--- src/rtl/operand_fetch_pkg.sv ---
// Shared definitions for the operand-fetch issue stage: instruction field layout,
// opcode constants and the decoded-instruction / issue-slot types.
package operand_fetch_pkg;

  localparam int DATA_W = 16;
  localparam int NREG   = 8;
  localparam int REG_AW = 3;

  localparam logic [3:0] OP_NOP = 4'h0;

  localparam int OP_MSB  = 15;
  localparam int OP_LSB  = 12;
  localparam int DST_MSB = 11;
  localparam int DST_LSB = 9;
  localparam int SA_MSB  = 8;
  localparam int SA_LSB  = 6;
  localparam int SB_MSB  = 5;
  localparam int SB_LSB  = 3;
  localparam int SC_MSB  = 2;
  localparam int SC_LSB  = 0;

  typedef struct packed {
    logic [3:0]        opcode;
    logic [REG_AW-1:0] dest;
    logic [REG_AW-1:0] src_a;
    logic [REG_AW-1:0] src_b;
    logic [REG_AW-1:0] src_c;
  } instr_t;

  typedef struct packed {
    logic [3:0]        opcode;
    logic [REG_AW-1:0] dest;
    logic [DATA_W-1:0] op_a;
    logic [DATA_W-1:0] op_b;
    logic [DATA_W-1:0] op_c;
  } slot_t;

  function automatic instr_t decode(input logic [DATA_W-1:0] word);
    instr_t d;
    d.opcode = word[OP_MSB:OP_LSB];
    d.dest   = word[DST_MSB:DST_LSB];
    d.src_a  = word[SA_MSB:SA_LSB];
    d.src_b  = word[SB_MSB:SB_LSB];
    d.src_c  = word[SC_MSB:SC_LSB];
    return d;
  endfunction

endpackage

--- src/rtl/operand_fetch_reg_scoreboard.sv ---
// RAW/WAW scoreboard: one busy flop per architectural register, set on issue and
// cleared on writeback, with four combinational lookups.
module operand_fetch_reg_scoreboard
  import operand_fetch_pkg::*;
(
  input  logic              clk_i,
  input  logic              rst_ni,
  input  logic              set_en_i,
  input  logic [REG_AW-1:0] set_idx_i,
  input  logic              clr_en_i,
  input  logic [REG_AW-1:0] clr_idx_i,
  input  logic [REG_AW-1:0] rd_a_idx_i,
  input  logic [REG_AW-1:0] rd_b_idx_i,
  input  logic [REG_AW-1:0] rd_c_idx_i,
  input  logic [REG_AW-1:0] rd_d_idx_i,
  output logic              busy_a_o,
  output logic              busy_b_o,
  output logic              busy_c_o,
  output logic              busy_d_o,
  output logic [NREG-1:0]   busy_vec_o
);

  logic [NREG-1:0] busy_q;
  logic [NREG-1:0] busy_d;
  logic [NREG-1:0] set_mask;
  logic [NREG-1:0] clr_mask;

  // Set is OR-ed in after the clear, so a new issue to a register that is
  // retiring in the same cycle stays marked busy.
  always_comb begin
    set_mask = '0;
    clr_mask = '0;
    if (set_en_i) set_mask[set_idx_i] = 1'b1;
    if (clr_en_i) clr_mask[clr_idx_i] = 1'b1;
    busy_d = (busy_q & ~clr_mask) | set_mask;
  end

  always_ff @(posedge clk_i) begin
    if (!rst_ni) busy_q <= '0;
    else         busy_q <= busy_d;
  end

  assign busy_a_o   = busy_q[rd_a_idx_i];
  assign busy_b_o   = busy_q[rd_b_idx_i];
  assign busy_c_o   = busy_q[rd_c_idx_i];
  assign busy_d_o   = busy_q[rd_d_idx_i];
  assign busy_vec_o = busy_q;

endmodule

--- src/rtl/operand_fetch.sv ---
// Issue stage in front of the 8x16 register file: decodes source fields, stalls on
// pending writebacks and captures opcode/dest/operands into a single output slot.
module operand_fetch
  import operand_fetch_pkg::*;
(
  input  logic              Clk,
  input  logic              Rst_n,
  input  logic              in_valid,
  input  logic [DATA_W-1:0] in_instr,
  output logic              in_ready,
  output logic [REG_AW-1:0] SrcA,
  output logic [REG_AW-1:0] SrcB,
  output logic [REG_AW-1:0] SrcC,
  input  logic [DATA_W-1:0] OutBusA,
  input  logic [DATA_W-1:0] OutBusB,
  input  logic [DATA_W-1:0] OutBusC,
  input  logic              wb_valid,
  input  logic [REG_AW-1:0] wb_dest,
  output logic              out_valid,
  input  logic              out_ready,
  output logic [3:0]        out_opcode,
  output logic [REG_AW-1:0] out_dest,
  output logic [DATA_W-1:0] out_opA,
  output logic [DATA_W-1:0] out_opB,
  output logic [DATA_W-1:0] out_opC,
  output logic [NREG-1:0]   busy_vec
);

  instr_t dec;
  logic   is_nop;
  logic   busy_a, busy_b, busy_c, busy_d;
  logic   hazard;
  logic   slot_free;
  logic   fire;

  slot_t  slot_q, slot_d;
  logic   valid_q, valid_d;

  assign dec    = decode(in_instr);
  assign is_nop = (dec.opcode == OP_NOP);

  assign SrcA = dec.src_a;
  assign SrcB = dec.src_b;
  assign SrcC = dec.src_c;

  operand_fetch_reg_scoreboard u_sb (
    .clk_i      (Clk),
    .rst_ni     (Rst_n),
    .set_en_i   (fire & ~is_nop),
    .set_idx_i  (dec.dest),
    .clr_en_i   (wb_valid),
    .clr_idx_i  (wb_dest),
    .rd_a_idx_i (dec.src_a),
    .rd_b_idx_i (dec.src_b),
    .rd_c_idx_i (dec.src_c),
    .rd_d_idx_i (dec.dest),
    .busy_a_o   (busy_a),
    .busy_b_o   (busy_b),
    .busy_c_o   (busy_c),
    .busy_d_o   (busy_d),
    .busy_vec_o (busy_vec)
  );

  // Handshake: a transfer happens on a rising edge where valid and ready are both
  // high. in_ready never looks at in_valid except via the hazard term; the output
  // slot holds its contents stable while out_valid=1 and out_ready=0.
  assign hazard    = in_valid & ~is_nop & (busy_a | busy_b | busy_c | busy_d);
  assign slot_free = ~valid_q | out_ready;
  assign in_ready  = slot_free & ~hazard;
  assign fire      = in_valid & in_ready;

  always_comb begin
    slot_d  = slot_q;
    valid_d = valid_q;
    if (fire) begin
      slot_d.opcode = dec.opcode;
      slot_d.dest   = dec.dest;
      slot_d.op_a   = OutBusA;
      slot_d.op_b   = OutBusB;
      slot_d.op_c   = OutBusC;
      valid_d       = 1'b1;
    end else if (out_ready) begin
      valid_d = 1'b0;
    end
  end

  always_ff @(posedge Clk) begin
    if (!Rst_n) begin
      slot_q  <= '0;
      valid_q <= 1'b0;
    end else begin
      slot_q  <= slot_d;
      valid_q <= valid_d;
    end
  end

  assign out_valid  = valid_q;
  assign out_opcode = slot_q.opcode;
  assign out_dest   = slot_q.dest;
  assign out_opA    = slot_q.op_a;
  assign out_opB    = slot_q.op_b;
  assign out_opC    = slot_q.op_c;

endmodule

--- config.mk ---
export PLATFORM = sky130hd
export DESIGN_NAME = operand_fetch
export DESIGN_NICKNAME = d
export VERILOG_FILES = /design/src/rtl/operand_fetch_pkg.sv /design/src/rtl/operand_fetch_reg_scoreboard.sv /design/src/rtl/operand_fetch.sv
export SDC_FILE = /design/constraint.sdc
export NUM_CORES = 1
export LEC_CHECK = 0
export BUFFER_PORTS_ARGS = -buffer_cell sky130_fd_sc_hd__buf_2
export CAP_MARGIN = 20
export CORE_ASPECT_RATIO = 0.9
export CORE_UTILIZATION = 35
export DETAILED_ROUTE_END_ITERATION = 16
export GPL_ROUTABILITY_DRIVEN = 0
export GPL_TIMING_DRIVEN = 0
export HOLD_SLACK_MARGIN = 0.02
export PLACE_DENSITY = 0.66
export SYNTH_ARGS = -nofsm -noshare
export SYNTH_HDL_FRONTEND = slang
export SYNTH_SLANG_ARGS = --single-unit
--- constraint.sdc ---
create_clock -name Clk -period 2.6 [get_ports Clk]
set_input_delay 0.26 -clock Clk [delete_from_list [all_inputs] [get_ports Clk]]
set_output_delay 0.26 -clock Clk [all_outputs]
set_load 0.02 [all_outputs]
==> out/qor.txt <==
CELLS AND AREA
--------------------------------------------------------------------------------------------------
# diodes                                                                                         0
Share of post-route cells with drive strength above 1                                       38.43%
Final net count                                                                                541
Post-synthesis to final-layout area growth                                                  34.23%
Final standard cell count with taps included and fillers excluded                              570

CLOCK NETWORK
--------------------------------------------------------------------------------------------------
CTS Hold Buffers Added                                                                           0
H-tree levels                                                                                    3
TritonCTS Sinks                                                                                 64
Buffers from clock root to sink, at most                                                         2
Clock transition time at the flip-flop clock pins of the worst setup and hold paths        0.07 ns
TritonCTS clock tree                                                                         built
Count of cells resized by post-cts repair                                                        0
Num CTS Buffers                                                                                  9
Number of post-CTS setup repair buffers                                                          0
CTS root buffer                                                                           clkbuf_8
Clock latency on the worst-skew pair                                                       0.33 ns

ROUTING
--------------------------------------------------------------------------------------------------
Average via count per standard cell                                                          4.747
Post-Route WL                                                                             7.527 mm
Via count                                                                                     2706
Number of optimization iterations in the first detailed-route pass                               4
Number of nets still failing antenna checks after routing                                        0
Wire length per cell                                                                      13.21 um
First DRT Iteration DRCs                                                                        99
DRC errors left                                                                                  0

FLOORPLANNING
--------------------------------------------------------------------------------------------------
Floorplan die width                                                                       98.94 um
Placeable core region                                                                 0.008107 mm2
Rows                                                                                            31
I/O pin count                                                                                  146
Starting density of the core                                                                36.52%
Die Y-Extent                                                                              89.25 um
Full die area                                                                         0.008830 mm2

WORST SETUP PATH
--------------------------------------------------------------------------------------------------
Crit Path Class                                                                         reg -> out
CP max stage delay                                                                         0.48 ns
Reg-to-reg slack, setup                                                                    0.46 ns
Setup crit end kind                                                                     output pin
Crit path top cell by count                                                                 nor2_1
CP Launch Type                                                                           flip-flop
Critical Path, Cell by Cell                                                           mux4_2 -> mux2i_1 -> and4_1 -> buf_4 -> nor2_1 -> nor2_1 -> buf_2
Req. time, crit path                                                                       2.34 ns
Data arrival time of the critical path                                                     2.04 ns
Maximum net fanout on the critical path                                                         10
Number of cells traversed by the worst register-to-register path                                 8
R2r startpoint                                                                        u_sb.busy_vec_o[7]
Worst R2R End                                                                           out_opA[5]
Slowest cell on the critical path                                                           mux4_2

PWR
--------------------------------------------------------------------------------------------------
Combinational Power Share                                                                    22.0%
Overall power consumption                                                                 2.414 mW
Relative contribution of the clock network to total power                                    32.5%
Peak supply drop                                                                         0.2561 mV
Internal                                                                                  1.720 mW
Relative contribution of sequential cells to total power                                     45.5%
Net switching power of the design                                                         693.7 uW
Switching Share                                                                             28.74%
Power per standard cell area                                                          607.4 mW/mm2
Static power due to leakage                                                               1.973 nW

LOGIC SYNTHESIS
--------------------------------------------------------------------------------------------------
Cell Area, Synth                                                                      0.002960 mm2
Syn Area/Cell                                                                            9.368 um2
Number of flops mapped to enable cells by yosys                                                  0
Register bit total from synthesis                                                               64
Synth async-reset ratio                                                                         0%
Share of synthesized area occupied by flip-flops and latches                                43.28%
Nets in the synthesized netlist                                                                388
Biggest area consumer among synthesized cells                                              dfxtp_1
Number of warnings issued by yosys                                                               0
Most area-consuming cells after synthesis                                             dfxtp_1 (43%), mux2i_1 (20%), nand2_1 (14%)
Commonest cells post-synth                                                            nand2_1 (113), dfxtp_1 (64), mux2i_1 (59), clkbuf_1 (14), buf_4 (11)
Share of the synthesized area in the top cell type                                          43.28%
Most common cell in the synthesized netlist                                                nand2_1
Synth cell types                                                                                22
Most frequently used flop master after synthesis                                           dfxtp_1
Post-synthesis cell count                                                                      316

TIMING
--------------------------------------------------------------------------------------------------
Clock period minus final worst setup slack                                                2.301 ns
Crit share post-route                                                                       88.51%
Slew headroom                                                                               60.12%
Fmax                                                                                     434.6 MHz
Measured slew at the worst slew-check pin                                                0.5905 ns
Max-slew violation count                                                                         0
Slack of the critical path                                                               0.2988 ns
Number of hold violations in the final report                                                    0
Final Skew                                                                             0.006089 ns
Final setup vio count                                                                            0
Unrepaired setup endpoints after global routing                                                 no
Sum of negative setup slack                                                                   0 ns

GLOBAL ROUTING
--------------------------------------------------------------------------------------------------
Number of global-route vias before repair                                                     2571
Pin count of the biggest net entering global routing                                            11
Sum of overflow across all layers after global routing                                           0
Initial antenna violation count                                                                  0
GRT Resource Usage Total                                                                    17.66%
Wire length of the first global-routing pass                                              12.19 mm

PLACE
--------------------------------------------------------------------------------------------------
Worst Setup Slack post-DPL                                                               0.3339 ns
Count of buffers inserted at the top-level ports                                               142
DPL Wire Length                                                                           5.738 mm
Cell total after placement                                                                     557

MIN PATH
--------------------------------------------------------------------------------------------------
HP Start                                                                               OutBusB[10]
Worst Hold Class                                                                         in -> reg
Hold-critical path endpoint                                                            out_opB[10]
Hold Path Cell Cnt                                                                               3

JOB
--------------------------------------------------------------------------------------------------
Reported max-cap violation count                                                                 0

OUTCOME
--------------------------------------------------------------------------------------------------
Result of the run                                                                        completed

[how the worst max path moves through the flow]
stage,from,end,cells past startpoint
after floorplan,in_instr[9],out_dest[2],9
after global placement,in_instr[9],out_opA[13],9
after detailed placement,in_instr[9],out_opC[1],9
after CTS,u_sb.busy_vec_o[6],in_ready,7
after global routing,u_sb.busy_vec_o[7],in_ready,7
final,u_sb.busy_vec_o[7],in_ready,7
[flip-flops by register name, indices dropped and copies added, names as in the netlist]
signal and flops:
out_dest 3, out_opA 16, out_opB 16, out_opC 16, out_opcode 4, out_valid 1
u_sb.busy_vec_o 8
[power by group through the flow]
| stage | logic, mW | clock network [mW] | registers (mW) |
|---|---|---|---|
| 3_5_place_dp | 0.538 | 0 | 1.12 |
| 2_1_floorplan | 0.255 | 0 | 1.21 |
| 3_3_place_gp | 0.528 | 0 | 1.11 |
| 5_1_grt | 0.579 | 0.860 | 1.11 |
| 4_1_cts | 0.539 | 0.808 | 1.10 |
| 6_report | 0.530 | 0.785 | 1.10 |
[per-layer routing]
metal  track usage (%)  vias to the layer above  wire length (um)
li1                  -                     1358                 -
met1             20.84                     1251              3271
met2             30.96                       93              3675
met3             6.255                        4               537
met4             4.478                        0                42
met5                 0                        -                 0
[per-stage QoR]
stage	utilization [%]	hold slack [ns]	instance area (um2)
after floorplan	-	0.4022	2960
after global placement	46.81	0.4384	3795
after detailed placement	46.81	0.4430	3795
after CTS	49.02	0.1518	3974
after global routing	49.02	0.1569	3974
final	49.02	0.1609	3974
[layout by cell type (no fill, tap or decap), types with 2 or more instances in the layout]
master	count
nand3_1	2
nand2_1	113
nand4_1	3
nand2b_1	3
mux2i_1	59
clkbuf_1	14
nand4b_1	3
nor2b_1	4
clkbuf_8	13
buf_2	143
dfxtp_1	64
mux4_2	8
buf_4	11
nor2_1	5
o21ai_0	6
buf_8	5
a21boi_0	8
o31ai_1	2
[cell families (layout without fill, tap and decap cells)]
logic type | count (synthesis) | after routing | synth area share (%)
muxes | 67 | 67 | 26.04
and+or+nand+nor | 135 | 135 | 18.81
DFF | 64 | 64 | 43.28
AOI/OAI and AO/OA | 19 | 19 | 4.607
buffers and inverters | 31 | 186 | 7.269
[final cells by class]
type	count	area, um2
Clock buffer	13	178.9
Multi-Input combinational cell	221	1464
Buffer	31	215.2
Tap cell	99	123.9
Timing Repair Buffer	142	710.7
Sequential cell	64	1281
Fill cell	796	4133
[critical path, delay by kind of cell (launching register included)]
kind,cells,cell delay [ns]
buffers and inverters,2,0.34
and+or+nand+nor,3,0.37
muxes,2,0.62
DFF,1,0.38
Note: power is estimated with default switching activity, not from simulation.
